`config.mk`:
```
export PLATFORM = sky130hd
export DESIGN_NAME = pipeline_stall_controller
export DESIGN_NICKNAME = d
export VERILOG_FILES = /design/src/rtl/pipeline_stall_controller.sv
export SDC_FILE = /design/constraint.sdc
export NUM_CORES = 1
export LEC_CHECK = 0
export BUFFER_PORTS_ARGS = -buffer_cell sky130_fd_sc_hd__buf_2
export CAP_MARGIN = 20
export CORE_MARGIN = 3
export CORE_UTILIZATION = 43
export CTS_CLUSTER_DIAMETER = 80
export DETAILED_ROUTE_END_ITERATION = 12
export PLACE_DENSITY_LB_ADDON = 0.15
export SYNTH_ARGS = -nofsm -noshare
export SYNTH_HDL_FRONTEND = slang
export SYNTH_SLANG_ARGS = --single-unit
```
`constraint.sdc`:
```
create_clock -name clk -period 5.05 [get_ports clk]
set_clock_uncertainty 0.15 [all_clocks]
set_input_delay 0.2525 -clock clk [delete_from_list [all_inputs] [get_ports clk]]
set_output_delay 0.2525 -clock clk [all_outputs]
set_load 0.01 [all_outputs]
```
`src/rtl/pipeline_stall_controller.sv`:
```
// pipeline_stall_controller
// Central stall/flush sequencer for the 5-stage pipeline. It merges the
// load-use hazard, taken-branch redirects and the instruction/data memory
// ready handshakes. From these it drives per-stage register enables and
// flush (bubble) controls. A wait-state FSM with timeout and saturating
// stall/flush performance counters complete the block.
//
// Parameters:
//   MAX_WAIT  consecutive cycles of one wait rule before timeout (2..255)
//   CNT_W     width of the performance counters
// Ports:
//   clk, arst_n                           clock, async active-low reset
//   load_use_hazard, branch_taken         hazard / redirect requests
//   dmem_req, dmem_ready, imem_ready      memory handshakes
//   pc_en .. mem_wb_en                    pipeline register load enables
//   if_id_flush .. mem_wb_flush           NOP-load controls (override *_en)
//   wait_timeout                          sticky timeout flag
//   state                                 RUN=0, DWAIT=1, IWAIT=2, HALT=3
//   stall_cycles, flush_events            saturating performance counters
module pipeline_stall_controller #(
  parameter int MAX_WAIT = 64,
  parameter int CNT_W    = 16
) (
  input  logic             clk,
  input  logic             arst_n,
  input  logic             load_use_hazard,
  input  logic             branch_taken,
  input  logic             dmem_req,
  input  logic             dmem_ready,
  input  logic             imem_ready,
  output logic             pc_en,
  output logic             if_id_en,
  output logic             id_ex_en,
  output logic             ex_mem_en,
  output logic             mem_wb_en,
  output logic             if_id_flush,
  output logic             id_ex_flush,
  output logic             ex_mem_flush,
  output logic             mem_wb_flush,
  output logic             wait_timeout,
  output logic [1:0]       state,
  output logic [CNT_W-1:0] stall_cycles,
  output logic [CNT_W-1:0] flush_events
);

  typedef enum logic [1:0] {
    ST_RUN   = 2'd0,
    ST_DWAIT = 2'd1,
    ST_IWAIT = 2'd2,
    ST_HALT  = 2'd3
  } state_t;

  typedef enum logic [2:0] {
    R_DMEM     = 3'd0,
    R_BRANCH   = 3'd1,
    R_LOAD_USE = 3'd2,
    R_IMEM     = 3'd3,
    R_NONE     = 3'd4
  } rule_t;

  localparam logic [7:0]       MAX_WAIT_C = 8'(MAX_WAIT);
  localparam logic [CNT_W-1:0] CNT_MAX    = {CNT_W{1'b1}};
  localparam logic [CNT_W-1:0] CNT_ONE    = {{(CNT_W-1){1'b0}}, 1'b1};

  state_t           state_r;
  logic [7:0]       wait_cnt_r;
  logic             wait_timeout_r;
  logic [CNT_W-1:0] stall_cycles_r;
  logic [CNT_W-1:0] flush_events_r;

  rule_t            rule_s;
  logic             is_wait_s;
  logic             same_wait_s;
  logic [7:0]       wait_next_s;
  logic             timeout_hit_s;

  // Priority selection of the active rule; dmem wait first so a pending
  // branch stays frozen in EX/MEM until the data access completes.
  always_comb begin
    rule_s = R_NONE;
    if (dmem_req && !dmem_ready) begin
      rule_s = R_DMEM;
    end else if (branch_taken) begin
      rule_s = R_BRANCH;
    end else if (load_use_hazard) begin
      rule_s = R_LOAD_USE;
    end else if (!imem_ready) begin
      rule_s = R_IMEM;
    end else begin
      rule_s = R_NONE;
    end
  end

  // Consecutive-wait tracking: the current state tells which wait rule ran
  // last cycle, so switching between dmem and imem wait restarts the count
  // with this cycle as the first one.
  always_comb begin
    is_wait_s   = (rule_s == R_DMEM) || (rule_s == R_IMEM);
    same_wait_s = ((rule_s == R_DMEM) && (state_r == ST_DWAIT)) ||
                  ((rule_s == R_IMEM) && (state_r == ST_IWAIT));
    if (same_wait_s) begin
      wait_next_s = wait_cnt_r + 8'd1;
    end else begin
      wait_next_s = 8'd1;
    end
    timeout_hit_s = is_wait_s && (wait_next_s == MAX_WAIT_C);
  end

  // Enable/flush decode; everything forced low in reset and in HALT.
  always_comb begin
    pc_en        = 1'b0;
    if_id_en     = 1'b0;
    id_ex_en     = 1'b0;
    ex_mem_en    = 1'b0;
    mem_wb_en    = 1'b0;
    if_id_flush  = 1'b0;
    id_ex_flush  = 1'b0;
    ex_mem_flush = 1'b0;
    mem_wb_flush = 1'b0;
    if (!arst_n || (state_r == ST_HALT)) begin
      pc_en = 1'b0;
    end else begin
      case (rule_s)
        R_DMEM: begin
          mem_wb_en    = 1'b1;
          mem_wb_flush = 1'b1;
        end
        R_BRANCH: begin
          {pc_en, if_id_en, id_ex_en, ex_mem_en, mem_wb_en} = 5'b11111;
          if_id_flush  = 1'b1;
          id_ex_flush  = 1'b1;
          ex_mem_flush = 1'b1;
        end
        R_LOAD_USE: begin
          {id_ex_en, ex_mem_en, mem_wb_en} = 3'b111;
          id_ex_flush = 1'b1;
        end
        R_IMEM: begin
          {if_id_en, id_ex_en, ex_mem_en, mem_wb_en} = 4'b1111;
          if_id_flush = 1'b1;
        end
        default: begin
          {pc_en, if_id_en, id_ex_en, ex_mem_en, mem_wb_en} = 5'b11111;
        end
      endcase
    end
  end

  // FSM, wait counter, timeout flag and saturating performance counters.
  always_ff @(posedge clk or negedge arst_n) begin
    if (!arst_n) begin
      state_r        <= ST_RUN;
      wait_cnt_r     <= 8'd0;
      wait_timeout_r <= 1'b0;
      stall_cycles_r <= {CNT_W{1'b0}};
      flush_events_r <= {CNT_W{1'b0}};
    end else if (state_r != ST_HALT) begin
      case (rule_s)
        R_DMEM, R_IMEM: begin
          wait_cnt_r <= wait_next_s;
          if (timeout_hit_s) begin
            state_r        <= ST_HALT;
            wait_timeout_r <= 1'b1;
          end else if (rule_s == R_DMEM) begin
            state_r <= ST_DWAIT;
          end else begin
            state_r <= ST_IWAIT;
          end
        end
        default: begin
          state_r    <= ST_RUN;
          wait_cnt_r <= 8'd0;
        end
      endcase
      if ((rule_s != R_BRANCH) && (rule_s != R_NONE) &&
          (stall_cycles_r != CNT_MAX)) begin
        stall_cycles_r <= stall_cycles_r + CNT_ONE;
      end
      if ((rule_s == R_BRANCH) && (flush_events_r != CNT_MAX)) begin
        flush_events_r <= flush_events_r + CNT_ONE;
      end
    end
  end

  assign state        = state_r;
  assign wait_timeout = wait_timeout_r;
  assign stall_cycles = stall_cycles_r;
  assign flush_events = flush_events_r;

endmodule

```
**Yosys cells after proc, flatten, opt, wreduce, memory -nomap -nowiden**

Cells that the tools add are included.

- Bits in registers: 43
- Input port bits: 7
- Output and inout port bits: 44
- Word-level logic and storage cells: 65

- $add $sub $neg: 3
- Eq/ne operators: 12
- Muxes and demuxes: 24
- Reductions and logical operators: 21

Operators with widths:

| operator | count |
|---|---|
| adder 16 x 1 -> 16 bit (second input constant) | 2 |
| != test 16 bit (second input constant) | 2 |
| two-way mux 8 bit | 2 |
| two-way mux 1 bit | 15 |
| two-way mux 3 bit | 4 |
| adder 8 x 1 -> 8 bit (second input constant) | 1 |
| == test 8 x 7 -> 1 bit (second input constant) | 1 |
| OR reduction 2 bit | 4 |
| logical AND 1 bit | 7 |
| == test 3 x 2 -> 1 bit (second input constant) | 2 |
| two-way mux 2 bit | 3 |
| == test 2 bit (second input constant) | 2 |
| AND reduction 2 bit | 2 |
| == test 3 x 1 -> 1 bit (second input constant) | 1 |
| logical NOT 3 bit | 1 |
| logical OR 1 bit | 3 |
| != test 3 x 1 -> 1 bit (second input constant) | 1 |
| != test 3 bit (second input constant) | 1 |
| AND reduction 3 bit | 1 |
| OR reduction 3 bit | 1 |
| == test 2 x 1 -> 1 bit (second input constant) | 1 |
| logical NOT 1 bit | 2 |
| != test 2 bit (second input constant) | 1 |

**Depth between registers and ports, before layout**

Gate-level depths: netlist of the first run.

- Depth in word-level cells: 12
- Mapped depth: 7
- Gate-level depth less buffers: 6

**Worst setup path after synthesis of the first run**

OpenSTA, ideal clock, no wires.

- Kind: register to register
- Start point: register flush_events_r[0], in the netlist flush_events[0]
- End point: register flush_events_r[1], in the netlist flush_events[1]
- Setup time: 0.125 ns
- Data arrival time: 1.829 ns
- Data required time: 4.775 ns
- Setup slack: 2.946 ns
- Stages on the path, launching flop included: 6
- Path buffers: 0
- Clock period less this slack: 2.104 ns
- Cell sequence: dfrtp_1 > ha_1 > and3_1 > and3_1 > a31oi_1 > mux2_2

- Word-level cells in the longest chain between the ends: 3
- Elaborated cells on any way between the ends: 4
- Classes of those cells: add/sub (1); eq/ne (1); reduce/logical (2)

RTL lines:

| item | RTL line | text |
|---|---|---|
| start, declared | 69 | `logic [CNT_W-1:0] flush_events_r;` |
| start signal, assigned | 156 | `flush_events_r <= {CNT_W{1'b0}};` |
| start signal, assigned | 180 | `flush_events_r <= flush_events_r + CNT_ONE;` |
| branches (longest 3 deep; another with adder 16 x 1 -> 16 bit) | - |  |

Several ways; the timed one is not identified.
A chain may end at the register's enable or synchronous reset.

**Worst setup path in the final report of the first run**

- Start point: input port arst_n
- End point: output port pc_en

- Word-level cells in the longest chain between the ends: 3

RTL lines:

| item | RTL line | text |
|---|---|---|
| start, declared | 25 | `input logic arst_n,` |
| logical NOT 1 bit (no line) | - |  |
| logical OR 1 bit | 120 | `if (!arst_n \|\| (state_r == ST_HALT)) begin` |
| two-way mux 1 bit | 120 |  |
| end, declared | 31 | `output logic pc_en,` |

No other way between the ends.

==> qor.txt, run 1 <==
Status: complete, no violations
Pwr per Cell Area: 375 nW/µm²
DRC Markers: 0
First-pass GRT wire length: 8.44 mm
Clock sink total: 43
Max Freq: 403 MHz
Via count: 1,895
Worst path slowest cell: dlygate4sd3_1
Finish-stage setup viols: 0
WL per Instance: 14.0 µm
Syn Area/Cell: 9.73 µm²
CTS tree: yes
Critical Path End Type: output port
Fin crit period: 2.48 ns
Root Buffer: clkbuf_8
CP top delay family: buffers and inverters
Number of gates resized after CTS: 0
Worst hold path type: in -> reg
CTS Buf Count: 5
Initial Utilization: 46.0%
Final HPWL DP: 3.58 mm
Core Util, Final: 55.2%
Crit path cell chain: dlygate4sd3_1 > buf_2 > buf_4 > nand2_1 > inv_1 > nand2_1 > inv_1 > o21a_1 > buf_2
Clock Latency Late Sink: 0.29 ns
Ant. Diodes: 0
Fraction of registers with async set or reset after synthesis: 100%
Prevailing post-synth register cell: dfrtp_1
Vias in the first global route: 1,826
Most frequent cells in the layout: 50 x buf_2, 43 x dfrtp_1, 22 x nand2_1, 22 x nor2_1, 18 x xnor2_1
Clock input transition at the sequential cells of the worst setup and hold paths: 0.07 ns
Final GP Congestion: 0.755
Yosys warning count: 0
Vias per cell: 5.37
Final Hold Vio Count: 0
Initial antenna violation count: 0
Arr. time, crit path: 2.08 ns
WHS: 0.207 ns
Peak VDD IR: 256 µV
Worst EP required: 4.65 ns
Tot GR Track Use: 16.9%
Worst-margin pin slew: 0.591 ns
Most common cell after layout, fill and taps aside: buf_2
Post-Syn Area: 2260 µm²
Initial DRC Count: 69
MaxCap Viol Count: 0
Worst Reg2Reg Path Length in Cells: 5
Worst stage delay on the critical path: 0.52 ns
Post-CTS Hold Fix Bufs: 1
Crit share post-route: 49.1%
Drt total wl: 4.94 mm
Clock Path Buffers: 2
Post-CTS Setup Bufs: 0
Synth top area share: 47.6%
Synth cell types: 44
Register area: 1080 µm²
DR pass1 iterations: 5
EDFF count, synth: 0
ANT nets after route: 0
Die Span Y: 78.5 µm
Slew Limit Fails: 0
Synth-to-layout area growth: 19.9%
Yosys reg bits: 43
DP Worst Slack: 2.78 ns
DIE WIDTH: 78.5 µm
Worst path depth: 9
Synth area leaders: dfrtp_1 48%, xnor2_1 7.0%, nand4_1 4.4%, nand2_1 3.7%, nor2_1 3.7%
Crit path to: pc_en
Leading area contributor after synthesis: dfrtp_1
R2R Setup Slk: 2.76 ns
Crit-path max FO: 44
Critical R2R Capture: flush_events[1]
Final #Nets: 295
FP Rows: 25
Setup TNS Final: 0 ns
Io pins: 51
Floorplan Core Area: 4910 µm²
Syn Nets: 242
Share of layout cells above drive strength 1: 23.4%
Post-synthesis sequential area ratio: 47.6%
Gate Count Post-Synth: 232
RSZ-0062 raised after global routing: false
CP startpoint: arst_n
CP startpoint kind: primary input
Crit Path Class: in -> out
Port bufs: 50
Slew Limit Headroom: 60.4%
GRT overflow: 0
Die area: 6160 µm²
PnR worst setup slack: 2.57 ns
H-tree depth: 2
Filler cells: 464
Footprint of the multi-input gates: 1120 µm²
LEAKAGE: 1.30 nW
Reg2Reg Launch Point: flush_events[0]
Largest net degree at the start of global routing: 45
Crit path buffers/inverters: 6
per-layer routing:
layer  up-vias  part of all wire [%]  GRT usage (%)
met3         5                   2.8           3.44
met2        29                    49           28.1
met5         -                     0              0
li1        936                     -              -
met4         0                  0.77           4.72
met1       925                    47           22.5
cell usage after synthesis, types with 4 or more instances:
master	instances
xor2_1	7
a31oi_1	4
o21ai_0	13
nand3_1	14
mux2_2	4
inv_1	7
xnor2_1	18
clkbuf_1	4
dfrtp_1	43
a21oi_1	5
nand4_1	16
nand2b_1	6
nand2_1	22
nor3_1	4
nor2_1	22
and3_1	6
through the flow:
stage | area (µm²) | instances | power (mW)
2_1_floorplan | 2260 | 232 | 0.612
3_3_place_gp | 2570 | 344 | 0.707
3_5_place_dp | 2570 | 344 | 0.712
4_1_cts | 2710 | 353 | 1.03
5_1_grt | 2710 | 353 | 1.08
6_report | 2710 | 353 | 1.02
registers in the layout, summed over array words and instances (netlist names):
signal	count
state	2
wait_timeout	1
flush_events	16
wait_cnt_r	8
stall_cycles	16
cell type report:
| cell class | count | area share, % |
|---|---|---|
| multi-input cells | 176 | 41.4 |
| flip-flops and latches | 43 | 39.7 |
| repair buffers | 52 | 9.88 |
| well taps | 67 | 3.09 |
| clock buffers | 6 | 2.68 |
| clock inverters | 2 | 2.22 |
| inverters | 7 | 0.970 |
how the worst min path moves through the flow:
stage	from	cells past startpoint	end
after global placement	arst_n	2	wait_cnt_r[4]
after global routing	dmem_req	3	state[1]
after floorplan	arst_n	0	flush_events[0]
after detailed placement	arst_n	2	wait_cnt_r[4]
after CTS	dmem_req	3	state[1]
final	dmem_req	3	state[1]
worst min-delay path, cell delays in order:
cell and delay (ns):
buf_2 0.11, nand3b_1 0.14, o21ai_0 0.10
logic make-up after synthesis:
group | synth area share, %
DFF | 47.6
and+or+nand+nor | 24.1
AOI/OAI and AO/OA | 11.1
buffers and inverters | 2.66
muxes | 3.10
xor gates and xnor gates | 9.70
adders and majority gates | 1.66
power by group:
group	switching (mW)	total (mW)	internal, mW
clock	0.113	0.311	0.198
sequential	0.0763	0.476	0.400
combinational	0.118	0.228	0.110
total	0.308	1.02	0.707
No activity file was read; power rests on OpenSTA's default activity.
==> run 2, diff against run 1 <==
clock period = 2.5 ns   (was 5.05 ns; I/O delays follow)
==> run 2 against run 1 <==
Effect of this change: sequential share of layout area shrank 0.16 points; largest cell class unchanged; first-iteration DRC count up 81%; largest power group unchanged; wire length rose by 0.22%; core utilization up 0.23 points; flip-flop and latch count unchanged; final area increased by 0.42%; highest routed layer unchanged.
==> qor.txt, run 2 (synthesis gave the netlist of run 1 again) <==
Int Power: 1.43 mW
GRT overflow: 0
CP startpoint kind: flop
Largest net degree at the start of global routing: 44
WL per Instance: 14.0 µm
Initial Utilization: 46.0%
Root Buffer: clkbuf_8
Clock Path Buffers: 2
Pwr per Cell Area: 764 nW/µm²
Synth-to-layout area growth: 20.4%
LEAKAGE: 1.30 nW
Final #Nets: 296
Slew Limit Fails: 0
Setup TNS Final: 0 ns
Initial antenna violation count: 0
Worst hold path type: in -> reg
Worst-margin pin slew: 0.566 ns
Met3 GRT Util: 5.05%
Fin area: 2720 µm²
Vias per cell: 5.28
Most used routing layer: met2
DR pass1 iterations: 4
Die area: 6160 µm²
Crit Path Class: reg -> reg
Crit share post-route: 90.7%
Final Hold Vio Count: 0
Footprint of the multi-input gates: 1120 µm²
H-tree depth: 2
Non-filler cells, final: 354
Clock sink total: 43
CP startpoint: flush_events[0]
Status: complete, no violations
MaxCap Viol Count: 0
Max Freq: 441 MHz
Io pins: 51
Combinational group share of total power: 22.5%
Filler cells: 470
Fin crit period: 2.27 ns
Min-Delay Startpoint: dmem_req
Peak VDD IR: 527 µV
WHS: 0.0588 ns
ANT nets after route: 0
Finish-stage setup viols: 0
Tot GR Track Use: 17.5%
Pwr Total: 2.08 mW
Final HPWL DP: 3.58 mm
Clock power share: 31.4%
Worst EP required: 2.54 ns
Ant. Diodes: 0
Final GP Congestion: 0.827
Die Span Y: 78.5 µm
Via count: 1,868
Switch Pwr: 0.649 mW
Placed cells: 345
Port bufs: 50
Arr. time, crit path: 2.30 ns
First-pass GRT wire length: 8.61 mm
Most common cell after layout, fill and taps aside: buf_2
Slew Limit Headroom: 62.0%
CTS Buf Count: 5
Critical Path End Type: flop
Met1 Track Usage GR: 22.9%
Post-CTS Setup Bufs: 0
Most frequent cells in the layout: 50 x buf_2, 43 x dfrtp_1, 22 x nand2_1, 22 x nor2_1, 18 x xnor2_1
Drt total wl: 4.95 mm
Reg2Reg Launch Point: flush_events[0]
Share of layout cells above drive strength 1: 24.0%
DRC Markers: 0
Crit-path max FO: 6
M2 GR Usage: 27.7%
DIE WIDTH: 78.5 µm
Vias in the first global route: 1,811
Placed standard-cell area: 2570 µm²
RSZ-0062 raised after global routing: false
FP Rows: 25
Initial DRC Count: 125
Sw Share: 31.2%
Floorplan Core Area: 4910 µm²
Sequential group share of total power: 46.1%
Clock input transition at the sequential cells of the worst setup and hold paths: 0.08 ns
Register area: 1080 µm²
Clock Latency Late Sink: 0.30 ns
Number of gates resized after CTS: 0
CTS tree: yes
==> run 2: routing by layer <==
metal	routed length (µm)	up-vias	part of all wire, %
met5	0	-	0
met4	74	0	1.5
met3	255	7	5.2
met2	2330	35	47
met1	2290	881	46
li1	-	945	-
==> run 2: area by class of cell <==
| type | instances | share of cell area (%) |
|---|---|---|
| inverters | 7 | 0.966 |
| clock inverters | 3 | 2.48 |
| repair buffers | 53 | 10.1 |
| clock buffers | 5 | 2.53 |
| multi-input cells | 176 | 41.3 |
| well taps | 67 | 3.08 |
| flip-flops and latches | 43 | 39.6 |
==> run 2: through the flow <==
stage               setup WS, ns  util [%]
CTS                        0.250      55.4
finish                     0.233      55.4
floorplan                  0.396         -
global route               0.179      55.4
detailed placement         0.261      52.4
global placement           0.357      52.4
==> run 2: repair_timing <==
action / CTS / global route
setup endpoints to repair: 0 / 0
hold buffers: 1 / 0
endpoints found under the hold margin: 43 / 0
==> run 2: power by group through the flow <==
stage | sequential, mW | combinational, mW | clock (mW)
2_1_floorplan | 1.00 | 0.236 | 0
3_3_place_gp | 0.966 | 0.464 | 0
3_5_place_dp | 0.972 | 0.473 | 0
4_1_cts | 0.959 | 0.476 | 0.668
5_1_grt | 0.986 | 0.523 | 0.701
6_report | 0.958 | 0.468 | 0.652
==> run 2: worst paths after layout <==
path                                   end  slack (ns)  cells after the start
max                        flush_events[1]        0.23                      5
min                               state[1]        0.06                      3
max reg2reg                flush_events[1]        0.23                      5
min reg2reg                   wait_timeout        0.32                      1
max in group asynchronous  stall_cycles[9]        1.50                      3
min in group asynchronous  stall_cycles[7]        0.33                      3
==> run 2: critical path, stage by stage (launching register included) <==
cell and delay, ns:
dfrtp_1 0.43, ha_1 0.25, and3_1 0.23, and3_1 0.21, a31oi_1 0.49, mux2_2 0.40
